===== config.mk =====
export PLATFORM = sky130hd
export DESIGN_NAME = stone_ram_arbiter
export DESIGN_NICKNAME = d
export VERILOG_FILES = /design/src/rtl/stone_ram_arbiter.sv
export SDC_FILE = /design/constraint.sdc
export NUM_CORES = 1
export LEC_CHECK = 0
export CAP_MARGIN = 20
export CORE_MARGIN = 5
export CORE_UTILIZATION = 45
export DETAILED_ROUTE_END_ITERATION = 16
export PLACE_DENSITY = 0.89
export RECOVER_POWER = 25
export SLEW_MARGIN = 5
export SYNTH_ARGS = -nofsm -noshare
export SYNTH_HDL_FRONTEND = slang
export SYNTH_SLANG_ARGS = --single-unit

===== constraint.sdc =====
create_clock -name clock -period 3.11 [get_ports clock]
set_input_delay 0.311 -clock clock [delete_from_list [all_inputs] [get_ports clock]]
set_output_delay 0.311 -clock clock [all_outputs]
set_load 0.05 [all_outputs]

===== src/rtl/stone_ram_arbiter.sv =====
// Stone RAM arbiter: one renderer read port and two rope ports share a
// single-port stone RAM. Priority order is lock owner, then renderer, then
// the ropes in round-robin order. A starvation counter guarantees that
// ropes are eventually served, and a lock counter forces a release on timeout.
module stone_ram_arbiter #(
  parameter int LOCK_MAX   = 64,
  parameter int STARVE_MAX = 8
) (
  input  logic        clock,
  input  logic        resetn,
  input  logic        r_req,
  input  logic [3:0]  r_addr,
  output logic        r_gnt,
  output logic        r_valid,
  input  logic        p0_req,
  input  logic        p0_we,
  input  logic        p0_lock,
  input  logic [3:0]  p0_addr,
  input  logic [31:0] p0_wdata,
  output logic        p0_gnt,
  output logic        p0_valid,
  input  logic        p1_req,
  input  logic        p1_we,
  input  logic        p1_lock,
  input  logic [3:0]  p1_addr,
  input  logic [31:0] p1_wdata,
  output logic        p1_gnt,
  output logic        p1_valid,
  output logic [31:0] rdata,
  output logic [3:0]  ram_addr,
  output logic [31:0] ram_wdata,
  output logic        ram_wren,
  input  logic [31:0] ram_q,
  output logic        lock_timeout
);

  typedef enum logic [1:0] {S_IDLE, S_ACCESS, S_WAIT, S_RESP} state_t;

  localparam logic [1:0] SRC_R    = 2'd0;
  localparam logic [1:0] SRC_P0   = 2'd1;
  localparam logic [1:0] SRC_P1   = 2'd2;
  localparam logic [1:0] SRC_NONE = 2'd3;

  state_t      state_r, state_next_s;
  logic [1:0]  src_r, win_s, rope_pick_s;
  logic [3:0]  addr_r, sel_addr_s;
  logic        we_r, sel_we_s, sel_lock_s;
  logic [31:0] wdata_r, sel_wdata_s;
  logic        owner_valid_r, owner_id_r;
  logic [7:0]  lock_cnt_r, starve_cnt_r;
  logic        rr_r;
  logic        owner_lock_s, owner_req_s, lock_held_s, rope_any_s, starved_s;
  logic        arb_s, grant_s;

  // Pick the winner of this cycle's arbitration from the priority rules.
  always_comb begin
    owner_lock_s = owner_id_r ? p1_lock : p0_lock;
    owner_req_s  = owner_id_r ? p1_req  : p0_req;
    lock_held_s  = owner_valid_r & owner_lock_s;
    rope_any_s   = p0_req | p1_req;
    starved_s    = (starve_cnt_r >= 8'(STARVE_MAX)) & rope_any_s;
    if (rr_r == 1'b0) begin
      rope_pick_s = p0_req ? SRC_P0 : SRC_P1;
    end else begin
      rope_pick_s = p1_req ? SRC_P1 : SRC_P0;
    end
    if (lock_held_s) begin
      // The owner keeps exclusive access even while it has nothing to ask.
      if (owner_req_s) begin
        win_s = owner_id_r ? SRC_P1 : SRC_P0;
      end else begin
        win_s = SRC_NONE;
      end
    end else if (r_req & ~starved_s) begin
      win_s = SRC_R;
    end else if (rope_any_s) begin
      win_s = rope_pick_s;
    end else begin
      win_s = SRC_NONE;
    end
    arb_s   = (state_r == S_IDLE) | (state_r == S_RESP);
    grant_s = arb_s & (win_s != SRC_NONE);
  end

  // Select the winner's request fields; the renderer can only read.
  always_comb begin
    sel_addr_s  = 4'd0;
    sel_we_s    = 1'b0;
    sel_wdata_s = 32'd0;
    sel_lock_s  = 1'b0;
    case (win_s)
      SRC_R: begin
        sel_addr_s = r_addr;
      end
      SRC_P0: begin
        sel_addr_s  = p0_addr;
        sel_we_s    = p0_we;
        sel_wdata_s = p0_wdata;
        sel_lock_s  = p0_lock;
      end
      SRC_P1: begin
        sel_addr_s  = p1_addr;
        sel_we_s    = p1_we;
        sel_wdata_s = p1_wdata;
        sel_lock_s  = p1_lock;
      end
      default: begin
        sel_addr_s = 4'd0;
      end
    endcase
  end

  // Next-state logic for the access sequencer.
  always_comb begin
    state_next_s = state_r;
    case (state_r)
      S_IDLE:   state_next_s = grant_s ? S_ACCESS : S_IDLE;
      S_ACCESS: state_next_s = S_WAIT;
      S_WAIT:   state_next_s = S_RESP;
      S_RESP:   state_next_s = grant_s ? S_ACCESS : S_IDLE;
      default:  state_next_s = S_IDLE;
    endcase
  end

  // Sequencer state register.
  always_ff @(posedge clock) begin
    if (!resetn) begin
      state_r <= S_IDLE;
    end else begin
      state_r <= state_next_s;
    end
  end

  // Capture the winning request at the grant.
  always_ff @(posedge clock) begin
    if (!resetn) begin
      src_r   <= SRC_NONE;
      addr_r  <= 4'd0;
      we_r    <= 1'b0;
      wdata_r <= 32'd0;
    end else if (grant_s) begin
      src_r   <= win_s;
      addr_r  <= sel_addr_s;
      we_r    <= sel_we_s;
      wdata_r <= sel_wdata_s;
    end
  end

  // Registered requester pulses, RAM drive and read-data capture.
  always_ff @(posedge clock) begin
    if (!resetn) begin
      r_gnt     <= 1'b0;
      p0_gnt    <= 1'b0;
      p1_gnt    <= 1'b0;
      r_valid   <= 1'b0;
      p0_valid  <= 1'b0;
      p1_valid  <= 1'b0;
      ram_addr  <= 4'd0;
      ram_wdata <= 32'd0;
      ram_wren  <= 1'b0;
      rdata     <= 32'd0;
    end else begin
      r_gnt    <= grant_s & (win_s == SRC_R);
      p0_gnt   <= grant_s & (win_s == SRC_P0);
      p1_gnt   <= grant_s & (win_s == SRC_P1);
      r_valid  <= (state_r == S_RESP) & (src_r == SRC_R);
      p0_valid <= (state_r == S_RESP) & (src_r == SRC_P0);
      p1_valid <= (state_r == S_RESP) & (src_r == SRC_P1);
      ram_wren <= (state_r == S_ACCESS) & we_r;
      if (state_r == S_ACCESS) begin
        ram_addr  <= addr_r;
        ram_wdata <= wdata_r;
      end
      if (state_r == S_RESP) begin
        rdata <= ram_q;
      end
    end
  end

  // Lock ownership: acquire on a locked rope grant, release on lock low or timeout.
  always_ff @(posedge clock) begin
    if (!resetn) begin
      owner_valid_r <= 1'b0;
      owner_id_r    <= 1'b0;
      lock_cnt_r    <= 8'd0;
      lock_timeout  <= 1'b0;
    end else begin
      lock_timeout <= 1'b0;
      if (grant_s & (win_s != SRC_R) & sel_lock_s & ~lock_held_s) begin
        owner_valid_r <= 1'b1;
        owner_id_r    <= (win_s == SRC_P1);
        lock_cnt_r    <= 8'd0;
      end else if (owner_valid_r) begin
        if (arb_s & ~lock_held_s) begin
          owner_valid_r <= 1'b0;
          lock_cnt_r    <= 8'd0;
        end else if (lock_cnt_r == 8'(LOCK_MAX - 1)) begin
          owner_valid_r <= 1'b0;
          lock_cnt_r    <= 8'd0;
          lock_timeout  <= 1'b1;
        end else begin
          lock_cnt_r <= lock_cnt_r + 8'd1;
        end
      end
    end
  end

  // Starvation counter and rope round-robin pointer.
  always_ff @(posedge clock) begin
    if (!resetn) begin
      starve_cnt_r <= 8'd0;
      rr_r         <= 1'b0;
    end else if (grant_s) begin
      if (win_s == SRC_R) begin
        if (rope_any_s & (starve_cnt_r != 8'hFF)) begin
          starve_cnt_r <= starve_cnt_r + 8'd1;
        end else if (!rope_any_s) begin
          starve_cnt_r <= 8'd0;
        end
      end else begin
        starve_cnt_r <= 8'd0;
        rr_r         <= (win_s == SRC_P0);
      end
    end
  end

endmodule


== Word-level counts from Yosys, hierarchy flattened ==
Index checks and enable logic that the tools add are counted.
Widths: inputs -> output; s select.
Storage, ports and cells
  flip-flop bits (word level): 136
  input bits: 117
  output and inout bits: 76
  logic and storage cells: 93
Cells by class
  add/sub/neg operators: 2
  order comparisons: 1
  eq/ne operators: 11
  multiplexer cells: 26
  bitwise operators: 23
  reductions and logical operators: 9
Operators with widths (number)
  $pmux 32 s2: 1
  $mux 8: 5
  $add 8x1->8 const B: 2
  $and 1x1->1: 16
  $mux 2: 8
  $pmux 4 s3: 1
  $eq 2x2->1 const B: 4
  $eq 8x6->1 const B: 1
  $ge 8x4->1 const B: 1
  $mux 1: 8
  $ne 8x8->1 const B: 1
  $eq 2x1->1 const B: 3
  $logic_not 2->1: 3
  $pmux 2 s3: 1
  $not 1->1: 5
  $pmux 1 s2: 2
  $reduce_and 2->1: 2
  $reduce_or 2->1: 2
  $reduce_or 4->1: 1
  $ne 3x2->1 const B: 1
  $ne 2x2->1 const B: 1
  $or 1x1->1: 2
  $reduce_bool 2->1: 1

== Longest topological paths before layout ==
Gate-level depths: netlist (run 1).
  depth in word-level cells: 12
  depth in mapped cells: 12
  gate-level depth less buffers: 9

== Least setup slack after synthesis (run 1) ==
Ideal clock, no wire load.
  kind: reg2reg
  from: register owner_id_r
  to: register starve_cnt_r[5]
  setup time: 0.070 ns
  arrival time: 2.498 ns
  required time: 3.040 ns
  path slack: 0.542 ns
  stages on the path, launching flop included: 11
  path buffers: 1
  cells stage by stage: dfxtp_1 mux2i_2 o21ai_0 o32ai_1 inv_1 ha_1 and2b_4 buf_8 nand4_4 or4_1 a21oi_1
On the way
  cells in the longest elaborated chain, start to end: 6
  elaborated cells between the ends (all ways): 12
Ends and longest elaborated chain
  start: declaration: line 49  | logic owner_valid_r, owner_id_r;
  start signal: assignment: line 191  | owner_id_r <= (win_s == SRC_P1);
  $mux 2, or another cell as far along: line 70  | win_s = owner_id_r ? SRC_P1 : SRC_P0;
  $mux 2 / $and 1x1->1 (equally long branches): line 69, 59
  $mux 2 (*): line 67  | if (lock_held_s) begin
  named net win_s[0]: line 45  | logic [1:0] src_r, win_s, rope_pick_s;
  $logic_not 2->1 / $ne 2x2->1 (equally long branches): line 214, 82
  $ne 3x2->1 (no source line) / $and 1x1->1 (equally long branches)
  $reduce_and 2->1 (no source line)
  end signal: assignment: line 216  | starve_cnt_r <= starve_cnt_r + 8'd1;
  end: declaration: line 50  | logic [7:0] lock_cnt_r, starve_cnt_r;
Mark *: on every way through the listed nets, which the timed path passes. The rest lies on a longest branch.
A chain may end at the register's enable or synchronous reset.

== Worst setup path after layout (run 1) ==
  from: register starve_cnt_r[3]
  to: register starve_cnt_r[5]
On the way
  cells in the longest elaborated chain, start to end: 9
  elaborated cells between the ends (all ways): 16
Ends and longest elaborated chain
  $ge 8x4->1 (*): line 61  | starved_s = (starve_cnt_r >= 8'(STARVE_MAX)) & rope_any_s;
  $and 1x1->1 (*): line 61
  $not 1->1 (*): line 74  | end else if (r_req & ~starved_s) begin
  $and 1x1->1 (*): line 74
  $mux 2 (*): line 74
  $mux 2 (*): line 67
  named net win_s[1]: line 45
  $logic_not 2->1 / $ne 2x2->1 (equally long branches): line 214, 82
  $ne 3x2->1 (no source line) / $and 1x1->1 (equally long branches)
  $reduce_and 2->1 (no source line)
Marked as above.

==> impl_metrics.yaml, run 1 <==
cells_and_area:
  fin_nets: 890
  num_antenna_cells: 0
  final_core_util_pct: 66.8
  area_delta_synth_final_pct: 44.9
  stdcell_count: 945
  drive_above_1_share_pct: 6.99
detailed_routing:
  finalWirelength_microns: 16100
  viasPerCell: 5.31
  vias: 5015
  antenna_left: 0
  wire_per_inst_microns: 17.0
  drc: 0
  dr.pass1.iters: 4
  first_iter_violations: 325
global_route:
  grtUsageTotal_pct: 20.7
  grt_remaining_overflow: 0
  grt_pass1_vias: 5144
  met2_usage_pct: 37.5
  busiest_layer: "met2"
  antenna_found_initial: 0
  gr-usage-met1_pct: 22.9
  grt_max_degree: 59
  grt_use_met3_pct: 5.04
  grt_pass1_wl_microns: 25200
timing:
  hold_violations: 0
  relSlewSlack_pct: -27.3
  worstMarginPinSlew_ns: 1.91
  setup_viol: 0
  tns_ns: 0
  post-route-period-util_pct: 83.1
  rsz0062_at_grt: "false"
  clock_skew_ns: 0.00921
  max_freq_ghz: 0.387
  fin_crit_ns: 2.59
  drv_slew: 93
power_and_ir_drop:
  combPwrFrac_pct: 32.6
  p_clk_share_pct: 32.4
  switchingPower_mw: 1.93
  p_sw_share_pct: 33.3
  leakage_nw: 2.99
  ir_worst_vdd_mv: 0.460
  intPower_mw: 3.87
  p_total_mw: 5.80
  power_density_nw_per_um2: 682
  seq_power_share_pct: 35.0
yosys:
  syn_area_per_cell_sq_um: 10.1
  synth_compound_area_share_pct: 14.9
  syn_inst: 579
  async_flop_share_pct: 0
  synth_top_family_by_area: "simple AND/OR/NAND/NOR gates"
  synth_adder_area_share_pct: 2.56
  synth_commonest_cells: "136 x dfxtp_1, 108 x nor2b_1, 70 x mux2i_1"
  ys.warnings.count: 0
  synth_top_area_share_pct: 46.4
  syn-cell-area_sq_um: 5860
  synthSimpleGateAreaFrac_pct: 20.1
  yosys.cell_types.count: 53
  synth_nets: 708
  synthXorXnorAreaFrac_pct: 0.149
  yosysMostFrequentCell: "dfxtp_1"
  synthTopCellsByArea: "dfxtp_1 46%, mux2i_1 12%, nor2b_1 12%"
  ys.flop_type: "dfxtp_1"
  yosysSeqAreaShare_pct: 46.4
  synth_largest_area_cell: "dfxtp_1"
  ys_ff_latch: 136
  synth_edf_count: 0
  synth.mux.area_fraction_pct: 12.2
clock_tree:
  post_cts_resized: 0
  clockBufferDepth: 2
  clock_sinks: 136
  post-cts-setup-buffers: 0
  cts_max_level: 4
  cts.clk_slew.worst_paths_ns: 0.05
  cts_hold_buf: 0
  insertion_delay_ns: 0.40
  clockRootBuffer: "clkbuf_16"
  cts_buffers: 17
  cts_tree: "done"
min_path:
  hp-class: "register to register"
setup_path:
  crit_fanout: 11
  cpPeakStageDelay_ns: 0.43
  worstPathCellList: "nor4_1 > nand3_1 > o211ai_1 > nand2_1 > ha_1 > and2b_4 > nand4_4 > or4_1 > a21oi_1"
  crit_arrival_ns: 2.92
  end_kind: "register"
  crit_path_start_kind: "register"
  critPathSlowestCell: "or4_1"
  cp.required_ns: 3.44
  critical_path_class: "register to register"
floorplan:
  rows: 41
  die_area_sq_um: 15400
  core_region_area_sq_um: 12700
  initial_utilization_pct: 46.1
  io_pins: 193
  die_y_microns: 124
  die_x_microns: 124
placement:
  dp.cells: 914
  portBuffers: 192
  dpl.hpwl_microns: 11700
  gp_congestion: 0.818
outcome:
  violations: "max-capacitance violations, max-slew violations"
  status: "finished, violations left"
flow_run:
  cap_violations: 2
-- sequential cells by signal, summed over array words and instances (netlist names), 2 cells and up --
signal	count
wdata_r	32
src_r	2
state_r	2
rdata	32
ram_wdata	32
ram_addr	4
addr_r	4
lock_cnt_r	8
starve_cnt_r	8
-- per-stage QoR --
stage | hold WS (ns) | worst slack [ns] | area, sq um
after global routing | 0.504 | 0.312 | 8500
after detailed placement | 0.484 | 0.305 | 7940
after CTS | 0.459 | 0.530 | 8500
after floorplan | 0.434 | 0.542 | 5860
final | 0.485 | 0.525 | 8500
after global placement | 0.468 | 0.372 | 7940
-- worst max-delay path: cells and delay by family (launching register included) --
family | cells | cell delay, ns
fa+ha+maj | 1 | 0.22
simple gates | 6 | 1.62
flops | 1 | 0.37
compound gates | 2 | 0.31
-- layout by cell type (no fill, tap or decap), types with 7 or more instances in the layout --
cell | Yosys | final
clkdlybuf4s50_1 | 0 | 186
dfxtp_1 | 136 | 136
nor2_1 | 9 | 8
buf_4 | 0 | 10
nand3_1 | 14 | 14
nand2_1 | 20 | 20
inv_1 | 7 | 7
nor2b_1 | 108 | 108
ha_1 | 12 | 12
a22o_1 | 34 | 34
a22oi_1 | 33 | 33
clkbuf_16 | 0 | 17
a21oi_1 | 17 | 17
mux2i_1 | 70 | 70
nor3_1 | 7 | 7
-- final timing paths --
kind	from	cells past startpoint	endpoint	slack, ns
hold / removal	src_r[0]$_SDFFE_PN1N_	1	r_valid$_SDFF_PN0_	0.49
setup / recovery	starve_cnt_r[3]$_SDFFE_PN0P_	9	starve_cnt_r[5]$_SDFFE_PN0P_	0.52
setup reg to reg	starve_cnt_r[3]$_SDFFE_PN0P_	9	starve_cnt_r[5]$_SDFFE_PN0P_	0.52
hold reg to reg	src_r[0]$_SDFFE_PN1N_	1	r_valid$_SDFF_PN0_	0.49
-- logic make-up after synthesis --
family / Yosys count
DFF: 136
xor gates and xnor gates: 1
buffers and inverters: 50
muxes: 71
adders and majority gates: 12
and+or+nand+nor: 194
AOI/OAI and AO/OA: 115
-- cell type report --
class,instances,area (sq um)
flip-flops and latches,136,2720
clock buffers,25,495
repair buffers,205,2040
multi-input cells,393,2930
inverters,8,30.0
fillers,984,4230
well taps,172,215
clock inverters,6,65.1
-- per-layer routing --
layer | up-vias | routed length [microns]
met5 | - | 0
met4 | 0 | 516
met3 | 31 | 994
met2 | 170 | 8350
met1 | 2372 | 6240
li1 | 2442 | -
-- power by group through the flow --
stage | combinational [mW] | sequential (mW) | clock, mW
after floorplan | 1.09 | 2.28 | 0
after global placement | 1.84 | 2.05 | 0
after detailed placement | 1.89 | 2.06 | 0
after CTS | 1.89 | 2.03 | 1.92
after global routing | 2.03 | 2.05 | 2.00
final | 1.89 | 2.03 | 1.88
(Power assumes the default switching activity.)
==> run 2: changes to the inputs <==
Settings changed: CORE_UTILIZATION 45 to 42, PLACE_DENSITY 0.89 to 0.87.
Clock period 3.11 ns to 2.1 ns, I/O delays scaled along.
==> impl_metrics.yaml, run 2 (same netlist as run 1, synthesis figures left out) <==
clock_tree:
  cts_max_level: 4
  clockBufferDepth: 2
  cts.clk_slew.worst_paths_ns: 0.06
  clock_sinks: 136
  cts_buffers: 17
  insertion_delay_ns: 0.42
  cts_tree: "done"
  clockRootBuffer: "clkbuf_16"
global_route:
  grt_pass1_wl_microns: 25900
  grt_pass1_vias: 5158
  antenna_found_initial: 0
  grt_max_degree: 43
  grt_remaining_overflow: 0
  grtUsageTotal_pct: 19.7
cells_and_area:
  reg_top3: "ram_wdata x32, rdata x32, wdata_r x32"
  final_common_cell: "clkdlybuf4s50_1"
  fin_nets: 939
  mostFrequentLayoutCells: "191 x clkdlybuf4s50_1, 133 x dfxtp_1, 107 x nor2b_1, 70 x mux2i_1, 42 x buf_4"
  fillers: 991
  multiInputGateArea_sq_um: 3290
  drive_above_1_share_pct: 20.4
  seqCellArea_sq_um: 2730
  num_antenna_cells: 0
  area_delta_synth_final_pct: 61.7
setup_path:
  crit_path_start_kind: "register"
  cp_top_family: "simple AND/OR/NAND/NOR gates"
  crit_cells: 9
  reg2reg_depth: 9
  critPathSlowestCell: "or4_4"
  cpPeakStageDelay_ns: 0.45
  worstPathCellList: "nor4_4 > nand3_1 > o211ai_1 > nand2_2 > ha_2 > and2b_4 > nand4_4 > or4_4 > a21oi_2"
  crit_arrival_ns: 2.83
  critical_path_class: "register to register"
  cp.required_ns: 2.46
  crit_fanout: 4
  cp_num_buf_inv: 0
  end_kind: "register"
floorplan:
  die_area_sq_um: 16400
  die_y_microns: 128
  io_pins: 193
  rows: 43
  die_x_microns: 128
  core_region_area_sq_um: 13800
  initial_utilization_pct: 42.6
placement:
  gp_congestion: 0.792
  dpl.hpwl_microns: 11400
  portBuffers: 192
  place_ws_ns: -0.511
power_and_ir_drop:
  ir_worst_vdd_mv: 0.637
  power_density_nw_per_um2: 1070
  switchingPower_mw: 3.54
  p_sw_share_pct: 34.9
  leakage_nw: 3.39
  p_clk_share_pct: 31.4
  seq_power_share_pct: 29.9
  combPwrFrac_pct: 38.7
  p_total_mw: 10.1
  intPower_mw: 6.60
timing:
  clock_skew_ns: 0.0124
  worstMarginPinSlew_ns: 0.687
  drv_slew: 0
  timing.final.ws_setup_ns: -0.374
  post-route-period-util_pct: 118
  rsz0062_at_grt: "true"
  hold_violations: 0
  max_freq_ghz: 0.404
  setup_viol: 61
  fin_crit_ns: 2.47
  relSlewSlack_pct: 54.2
detailed_routing:
  vias: 5271
  antenna_left: 0
  viasPerCell: 5.26
  dr.pass1.iters: 5
  wire_per_inst_microns: 18.3
  wl_met2_microns: 9220
  drc: 0
  first_iter_violations: 286
  finalWirelength_microns: 18400
  highest_layer: "met4"
  wl_met3_microns: 964
  wl_met1_microns: 7890
outcome:
  status: "finished, violations left"
  violations: "negative setup slack"
min_path:
  hp-class: "input port to register"
  worstHoldPathCells: 2
flow_run:
  cap_violations: 0
run 2: cell types whose count changed in the layout (fill, tap and decap cells not counted), sizes merged:
cell / previous run / this run
clkdlybuf4s50: 186 / 191
clkbuf: 27 / 25
clkinvlp: 1 / 2
dlygate4sd3: 5 / 0
nand2b: 3 / 4
clkinv: 3 / 7
buf: 12 / 55
bufinv: 1 / 4
run 2: through the flow:
stage          std cells  utilization, %  hold WS, ns  TNS (ns)  cell area, sq um
6_report            1003            68.8        0.209    -13.89              9480
5_1_grt             1003            68.8        0.240    -17.69              9480
4_1_cts              981            65.1        0.191     -7.01              8960
3_5_place_dp         946            60.0        0.485    -22.48              8260
3_3_place_gp         946            60.0        0.481    -15.81              8260
2_1_floorplan        579               -        0.380     -1.30              6000
run 2: worst paths after layout:
path / start / endpoint / slack, ns
worst max-delay path: starve_cnt_r[3]$_SDFFE_PN0P_ / starve_cnt_r[5]$_SDFFE_PN0P_ / -0.37
worst min-delay path: resetn / src_r[0]$_SDFFE_PN1N_ / 0.21
worst max register to register: starve_cnt_r[3]$_SDFFE_PN0P_ / starve_cnt_r[5]$_SDFFE_PN0P_ / -0.37
worst min register to register: src_r[1]$_SDFFE_PN1N_ / p0_valid$_SDFF_PN0_ / 0.50
run 2: cell type report:
class                           count  area share, %
Multi-Input combinational cell    394           34.7
Sequential cell                   136           28.8
Timing Repair Buffer              253           27.1
Clock buffer                       18           4.63
Tap cell                          180           2.38
Clock inverter                     14           2.09
Inverter                            8          0.317
run 2: worst reg2reg max path: stages (launching register included):
cell and delay, ns:
dfxtp_2 0.34, nor4_4 0.33, nand3_1 0.14, o211ai_1 0.21, nand2_2 0.14, ha_2 0.24
and2b_4 0.32, nand4_4 0.13, or4_4 0.45, a21oi_2 0.12
run 2: power groups by stage:
stage | clock (mW) | combinational [mW] | sequential [mW]
floorplan | 0 | 1.85 | 3.38
global placement | 0 | 3.07 | 3.06
detailed placement | 0 | 3.11 | 3.07
CTS | 3.22 | 3.16 | 3.02
global route | 3.35 | 4.14 | 3.06
finish | 3.18 | 3.93 | 3.03
run 2: what timing repair did:
action	4_1_cts	5_1_grt
gates resized for setup	12	58
setup endpoints to repair	59	60
cloned	0	10
buffers inserted	3	12
hold buffers	0	0
pin swaps	7	41
run 2: routing by layer:
metal,global-route usage [%],up-vias
li1,-,2545
met1,23.4,2539
met2,34.2,165
met3,5.63,22
met4,6.43,0
met5,0,-
==> run 3: changes to the inputs <==
Settings changed: CTS_CLUSTER_SIZE set to 16.
==> results of run 3 <==
The final DEF is identical to that of run 2; final timing and power are the same.
